`config.mk`:
```
export PLATFORM = sky130hd
export DESIGN_NAME = fetch_stage
export DESIGN_NICKNAME = d
export VERILOG_FILES = /design/src/rtl/fetch_stage.sv
export SDC_FILE = /design/constraint.sdc
export NUM_CORES = 1
export LEC_CHECK = 0
export ABC_CLOCK_PERIOD_IN_PS = 9100
export CAP_MARGIN = 20
export CORE_MARGIN = 8
export CORE_UTILIZATION = 55
export CTS_BUF_LIST = sky130_fd_sc_hd__clkbuf_4
export CTS_CLUSTER_DIAMETER = 150
export DETAILED_ROUTE_END_ITERATION = 12
export GPL_TIMING_DRIVEN = 0
export PLACE_DENSITY = 0.76
export SYNTH_ARGS = -nofsm -noshare
export SYNTH_HDL_FRONTEND = slang
export SYNTH_SLANG_ARGS = --single-unit
```
`constraint.sdc`:
```
create_clock -name clk_i -period 9.1 [get_ports clk_i]
set_clock_uncertainty 0.2 [all_clocks]
set_input_delay 1.82 -clock clk_i [delete_from_list [all_inputs] [get_ports clk_i]]
set_output_delay 1.82 -clock clk_i [all_outputs]
set_load 0.02 [all_outputs]
```
`src/rtl/fetch_stage.sv`:
```
// fetch_stage: RV32I instruction fetch with credit-limited prefetch FIFO and IF/ID register.
module fetch_stage #(
    parameter logic [31:0] RESET_PC   = 32'h0000_0000,
    parameter int          FIFO_DEPTH = 4
) (
    input  logic        clk_i,
    input  logic        rst_ni,
    input  logic        stall_i,
    input  logic        redirect_i,
    input  logic [31:0] redirect_pc_i,
    output logic        imem_req_o,
    output logic [31:0] imem_addr_o,
    input  logic        imem_gnt_i,
    input  logic        imem_rvalid_i,
    input  logic [31:0] imem_rdata_i,
    output logic [31:0] instruction_o,
    output logic [31:0] pc_out_o,
    output logic        valid_o
);
    localparam int CW  = $clog2(2*FIFO_DEPTH+1);
    localparam int FAW = $clog2(FIFO_DEPTH);
    localparam int QAW = $clog2(2*FIFO_DEPTH);
    localparam logic [CW-1:0] DEPTH = CW'(FIFO_DEPTH);
    localparam logic [31:0] NOP = 32'h0000_0013;
    logic [31:0]    fetch_pc_q, fetch_pc_d;
    logic [31:0]    fifo_pc_q  [FIFO_DEPTH];
    logic [31:0]    fifo_ins_q [FIFO_DEPTH];
    logic [31:0]    pcq_q      [2*FIFO_DEPTH];
    logic [FAW-1:0] fifo_wp_q, fifo_rp_q;
    logic [QAW-1:0] pcq_wp_q, pcq_rp_q;
    logic [CW-1:0]  fifo_cnt_q, fifo_cnt_d, live_q, live_d, drop_q, drop_d;
    logic [31:0]    instr_q, pc_q;
    logic           valid_q, gnt, dropping, push, pop;

    // Credit covers both buffered words and live requests so a response always has a slot.
    assign imem_req_o    = rst_ni && !redirect_i && (fifo_cnt_q + live_q < DEPTH);
    assign imem_addr_o   = fetch_pc_q;
    assign gnt           = imem_req_o && imem_gnt_i;
    assign dropping      = drop_q != '0;
    assign push          = imem_rvalid_i && !dropping && !redirect_i;
    assign pop           = !stall_i && !redirect_i && fifo_cnt_q != '0;
    assign instruction_o = instr_q;
    assign pc_out_o      = pc_q;
    assign valid_o       = valid_q;

    always_comb begin
        fetch_pc_d = redirect_i ? (redirect_pc_i & ~32'd3) : gnt ? fetch_pc_q + 32'd4 : fetch_pc_q;
        live_d     = redirect_i ? '0 : live_q + CW'(gnt) - CW'(imem_rvalid_i && !dropping);
        drop_d     = redirect_i ? drop_q + live_q - CW'(imem_rvalid_i) : drop_q - CW'(imem_rvalid_i && dropping);
        fifo_cnt_d = redirect_i ? '0 : fifo_cnt_q + CW'(push) - CW'(pop);
    end

    always_ff @(posedge clk_i or negedge rst_ni) begin
        if (!rst_ni) begin
            fetch_pc_q <= RESET_PC;
            fifo_wp_q  <= '0;
            fifo_rp_q  <= '0;
            fifo_cnt_q <= '0;
            pcq_wp_q   <= '0;
            pcq_rp_q   <= '0;
            live_q     <= '0;
            drop_q     <= '0;
            instr_q    <= NOP;
            pc_q       <= '0;
            valid_q    <= 1'b0;
        end else begin
            fetch_pc_q <= fetch_pc_d;
            fifo_cnt_q <= fifo_cnt_d;
            live_q     <= live_d;
            drop_q     <= drop_d;
            pcq_wp_q   <= pcq_wp_q + QAW'(gnt);
            pcq_rp_q   <= pcq_rp_q + QAW'(imem_rvalid_i);
            fifo_wp_q  <= redirect_i ? '0 : fifo_wp_q + FAW'(push);
            fifo_rp_q  <= redirect_i ? '0 : fifo_rp_q + FAW'(pop);
            if (redirect_i || !stall_i) begin
                valid_q <= pop;
                instr_q <= pop ? fifo_ins_q[fifo_rp_q] : NOP;
                pc_q    <= pop ? fifo_pc_q[fifo_rp_q] : pc_q;
            end
        end
    end

    always_ff @(posedge clk_i) begin
        if (gnt) pcq_q[pcq_wp_q] <= fetch_pc_q;
        if (push) begin
            fifo_pc_q[fifo_wp_q]  <= pcq_q[pcq_rp_q];
            fifo_ins_q[fifo_wp_q] <= imem_rdata_i;
        end
    end

    a_no_overflow: assert property (@(posedge clk_i) disable iff (!rst_ni) !(push && fifo_cnt_q == DEPTH));
    a_pending_cap: assert property (@(posedge clk_i) disable iff (!rst_ni) (live_q + drop_q) <= CW'(2*FIFO_DEPTH));
endmodule

```
# ---- Word-level counts from Yosys, hierarchy flattened
# Memory sizes are Yosys's and may differ from the RTL's. A register that Yosys moved wholly into a read port is not among the register bits.
# Cells that the tools add are included.
dict set report word_totals {
  latch_bits 0
  romBits 0
  ff_bits 87
  memories 3
  input_bits 70
  mem_bits_rw 512
  wordCells 56
  out_inout_bits 98
}
dict set report op_classes {
  n_mux 12
  mul 0
  bitwise 0
  magnitude_cmp 1
  reduce_logical 17
  shifts 0
  div_mod_pow 0
  eq_ne 0
  addsub 13
}
# name depth word_bits read_ports rd_ports_with_merged_regs wr line
set mem_list {}
lappend mem_list {pcq_q 8 32 1 0 1 28} ;# logic [31:0] pcq_q [2*FIFO_DEPTH];
lappend mem_list {fifo_ins_q 4 32 1 0 1 27} ;# logic [31:0] fifo_ins_q [FIFO_DEPTH];
lappend mem_list {fifo_pc_q 4 32 1 1 1 26} ;# logic [31:0] fifo_pc_q [FIFO_DEPTH];
# cell n
set ops {}
lappend ops {{$mux 32} 3}
lappend ops {{$add 32x3->32 const B} 1}
lappend ops {{$sub 4x1->4} 4}
lappend ops {{$mux 4} 3}
lappend ops {{$add 4x1->4} 2}
lappend ops {{$add 4x4->4} 2}
lappend ops {{$logic_and 1x1->1} 8}
lappend ops {{$reduce_bool 4->1} 2}
lappend ops {{$add 3x1->3} 2}
lappend ops {{$add 2x1->2} 2}
lappend ops {{$logic_not 1->1} 4}
lappend ops {{$lt 4x3->1 const B} 1}
lappend ops {{$mux 1} 4}
lappend ops {{$mux 2} 2}
lappend ops {{$reduce_and 2->1} 1}
lappend ops {{$reduce_bool 2->1} 1}
lappend ops {{$logic_or 1x1->1} 1}

# ---- Longest topological paths before layout
dict set report depth {
  depth_word 7
  ltp_mapped 13
  ltp_nobuf 11
}

# ---- Worst setup path before layout
# Ideal clock, no wire load.
dict set report synth_path {
  path_type {input to register}
  from {input port imem_rvalid_i}
  to {memory fifo_ins_q[2][0], enable pin}
  path_slack_ps 1758
  arrival_time_ps 6571
  setup_time_ps 571
  stages 4
  required_ps 8329
  n_path_buf 0
  path_cell_list {nand2_1 -> inv_1 -> nand2_1 -> nor3b_1}
}
dict set report synth_via {
  elab_chain_len 4
}
# element line
set synth_rtl {}
lappend synth_rtl {{start, declared} 14} ;# input logic imem_rvalid_i,
lappend synth_rtl {{$logic_and 1x1->1 (2 in series)} 40} ;# assign push = imem_rvalid_i && !dropping && !redirect_i;
lappend synth_rtl {{$mux 1} 85} ;# if (push) begin
lappend synth_rtl {{$mux 1 (not written as such)} 87} ;# fifo_ins_q[fifo_wp_q] <= imem_rdata_i;
lappend synth_rtl {{end, declared} 27}
# No other way between the ends.

# ---- Worst setup path after layout
dict set report layout_path {
  from {input port redirect_i}
  to {output port imem_req_o}
}
dict set report layout_via {
  elab_chain_len 3
}
# element line
set layout_rtl {}
lappend layout_rtl {{start, declared} 9} ;# input logic redirect_i,
lappend layout_rtl {{$logic_not 1->1} 36} ;# assign imem_req_o = rst_ni && !redirect_i && (fifo_cnt_q + live_q < DEPTH);
lappend layout_rtl {{$logic_and 1x1->1 (2 in series)} 36}
lappend layout_rtl {{end, declared} 11} ;# output logic imem_req_o,
# No other way between the ends.

==> impl_metrics.yaml <==
route:
  wl_um: 51700
  wl_met2_um: 25900
  routedWlPerCell_um: 22.9
  wl_met3_um: 4110
  dr.pass1.iters: 5
  vias: 13200
  drtIter0Drc: 1066
  vias_per_cell: 5.84
  drc: 0
  wl_met1_um: 20800
  ant_nets: 0
  top_layer: "met4"
logic_synthesis:
  synth_cell_types: 51
  synth-edff-count: 488
  yosysSeqAreaShare_pct: 74.8
  post_synth_xor_area_fraction_pct: 1.07
  ys_ff_latch: 603
  synth_top_family_by_area: "multiplexers"
  yosys_most_used_dff: "edfxtp_1"
  yosys.area_share.adder_pct: 1.64
  synth_compound_area_share_pct: 3.21
  synth_mux_area_share_pct: 13.3
  syn-cell-area_um2: 23500
  async_reset_ff_share_pct: 19.1
  syn_area_per_cell_um2: 19.0
  ys_warn_count: 0
  synth-simple-area-share_pct: 4.44
  synthCells: 1235
floorplan:
  fp-row-count: 75
  die_height_um: 223
  die_width_um: 223
  coreArea_um2: 42000
  io_pins: 168
  initial_core_util_pct: 55.8
  dieArea_um2: 49500
critical_path:
  setup.worst_path.class: "in2out"
  cp_num_buf_inv: 4
  cpPeakStageDelay_ns: 0.64
  cp_cell_sequence: "clkdlybuf4s50_1 -> clkinv_1 -> clkbuf_1 -> o211a_1 -> clkdlybuf4s50_1"
  worst-endpoint-arrival_ns: 4.16
  worst-path-max-fanout: 10
  path_delay_family: "buffers and inverters"
  end_kind: "primary output"
  crit_top_cell: "clkdlybuf4s50_1"
  cp-start-kind: "primary input"
  required_ns: 7.08
  cp_slowest_cell: "clkdlybuf4s50_1"
global_route:
  grt_pass1_vias: 14200
  grt_max_degree: 79
  grt_first_pass_wirelength_um: 80200
  track_usage_pct: 21.1
  antenna_found_initial: 2
  overflow: 0
sta:
  relSlewSlack_pct: 30.0
  hold_violations: 0
  maxSlewViolCount: 0
  fin_crit_sh_pct: 67.9
  fmax_ghz: 0.162
  setup_tns_ns: 0
  worst_pin_slew_ns: 1.05
  setup_viol: 0
  period_minus_slack_ns: 6.18
  final.hold.worst_slack_ns: 0.276
  rsz0062_at_grt: "no"
cells_and_area:
  nets: 1697
  area_growth_pct: 21.3
  seq_area_um2: 17500
  drive_above_1_share_pct: 27.6
  multi_input_area_um2: 5640
  n_fill_cell: 2736
  design_area_um2: 28400
clock_network:
  post_cts_buffers: 0
  cts.sinks: 603
  numCtsBuffers: 152
  cts_resized: 0
  cts_tree: "done"
  clk_pin_slew_ns: 0.06
  cts_root_buffer: "clkbuf_4"
  clk_path_buf_depth: 3
  htreeDepth: 4
  cts_hold_buf: 0
  clock_latency_ns: 0.87
job:
  cap_violations: 0
placed_design:
  portBuffers: 161
  gp_congestion: 0.864
  hpwl_um: 34400
  dpl_cell_area_um2: 26400
power:
  p_leak_uw: 0.0100
  power.density_nw_per_um2: 269
  ir_drop_v: 0.000135
status:
  status: "finished, final reports clean"
worst_hold_path:
  min-delay-path-class: "reg2reg"
==> synth_stat cells, drive strengths merged, types with 8 or more instances <==
cell | n | area, µm²
a22o | 29 | 254
a31oi | 17 | 106
buf | 17 | 80.1
clkbuf | 44 | 165
dfrtp | 112 | 2800
edfxtp | 488 | 14700
ha | 26 | 325
inv | 28 | 105
mux2 | 32 | 360
mux4 | 122 | 2750
nand2 | 118 | 443
nand3 | 8 | 40.0
nand4 | 15 | 93.8
nor2 | 30 | 113
nor2b | 8 | 50.1
o21ai | 26 | 130
or3 | 15 | 93.8
xnor2 | 18 | 158
xor2 | 8 | 70.1
==> routing by layer <==
metal	up-vias	GRT usage, %
met5	-	0
met4	0	7.41
met3	80	5.61
met2	607	34.9
met1	6762	26.8
li1	5746	-
==> registers in the layout (all words and copies together) (netlist names) <==
register and count:
fifo_wp_q 2, live_q 4, valid_o 1, pcq_wp_q 3
instruction_o 32, fifo_rp_q 2, imem_addr_o 30, fifo_cnt_q 4
fifo_ins_q 128, pcq_rp_q 3, pcq_q 240, drop_q 4
pc_out_o 30, fifo_pc_q 120
==> path summary, 6_finish.rpt <==
kind	from	endpoint	slack, ns	cells after the start
max in group asynchronous	rst_ni	imem_addr_o[12]	7.15	2
min reg2reg	pc_out_o[17]	pc_out_o[17]	0.28	2
max reg2reg	live_q[2]	pcq_q[3][10]	4.73	9
max	redirect_i	imem_req_o	2.92	5
min	pc_out_o[17]	pc_out_o[17]	0.28	2
min in group asynchronous	rst_ni	pc_out_o[19]	0.70	1
==> worst min-delay path: cells and delay by family, from the launching register on <==
| kind | cells | cell delay, ns |
|---|---|---|
| flip-flops | 1 | 0.34 |
| AND/OR/NAND/NOR | 2 | 0.10 |
==> per-stage QoR <==
stage               utilization (%)  power (µW)  setup slack [ns]  std cells
global route                   67.7        8030              2.88       2258
detailed placement             62.7        5350              2.95       1983
finish                         67.7        7650              2.92       2258
CTS                            67.7        7740              2.95       2256
global placement               61.3        5270             -5.58       1938
floorplan                         -        4660              1.76       1238
==> power by group <==
group / switching [µW] / internal [µW] / total, µW
clock network: 1060 / 1320 / 2370
logic: 954 / 839 / 1790
registers: 163 / 3320 / 3480
total: 2180 / 5480 / 7650
==> area by class of cell <==
class                           instances  share of cell area (%)
Sequential cell                       603                    61.6
Multi-Input combinational cell        544                    19.8
Timing Repair Buffer                  206                    7.59
Clock buffer                          234                    6.17
Tap cell                              539                    2.37
Clock inverter                         39                    1.12
Buffer                                 61                   0.862
Inverter                               30                   0.396
Antenna cell                            2                  0.0176
==> layout by cell type (no fill, tap or decap), types with 4 or more instances in the layout <==
cell / instances
nand4_1: 15
inv_1: 28
and4_1: 5
nor2b_1: 8
mux4_2: 122
bufinv_16: 5
buf_8: 5
xor2_1: 8
conb_1: 4
a2111oi_0: 7
mux2_2: 32
ha_1: 26
a21oi_1: 7
o21ai_0: 25
dfrtp_1: 112
clkbuf_4: 234
clkinvlp_4: 6
xnor2_1: 18
a22o_1: 29
nand3_1: 8
buf_1: 12
nor2_1: 28
clkinv_1: 24
edfxtp_1: 488
buf_4: 16
or3_1: 15
nand2_1: 118
a31oi_1: 17
clkbuf_1: 44
clkdlybuf4s50_1: 160
buf_6: 24
==> cells by family after synthesis <==
group | after synthesis
xor gates and xnor gates | 27
muxes | 156
DFF | 603
and+or+nand+nor | 223
buffers and inverters | 91
AOI/OAI and AO/OA | 105
other | 1
adders and majority gates | 29
No activity file was read; power rests on OpenSTA's default activity.
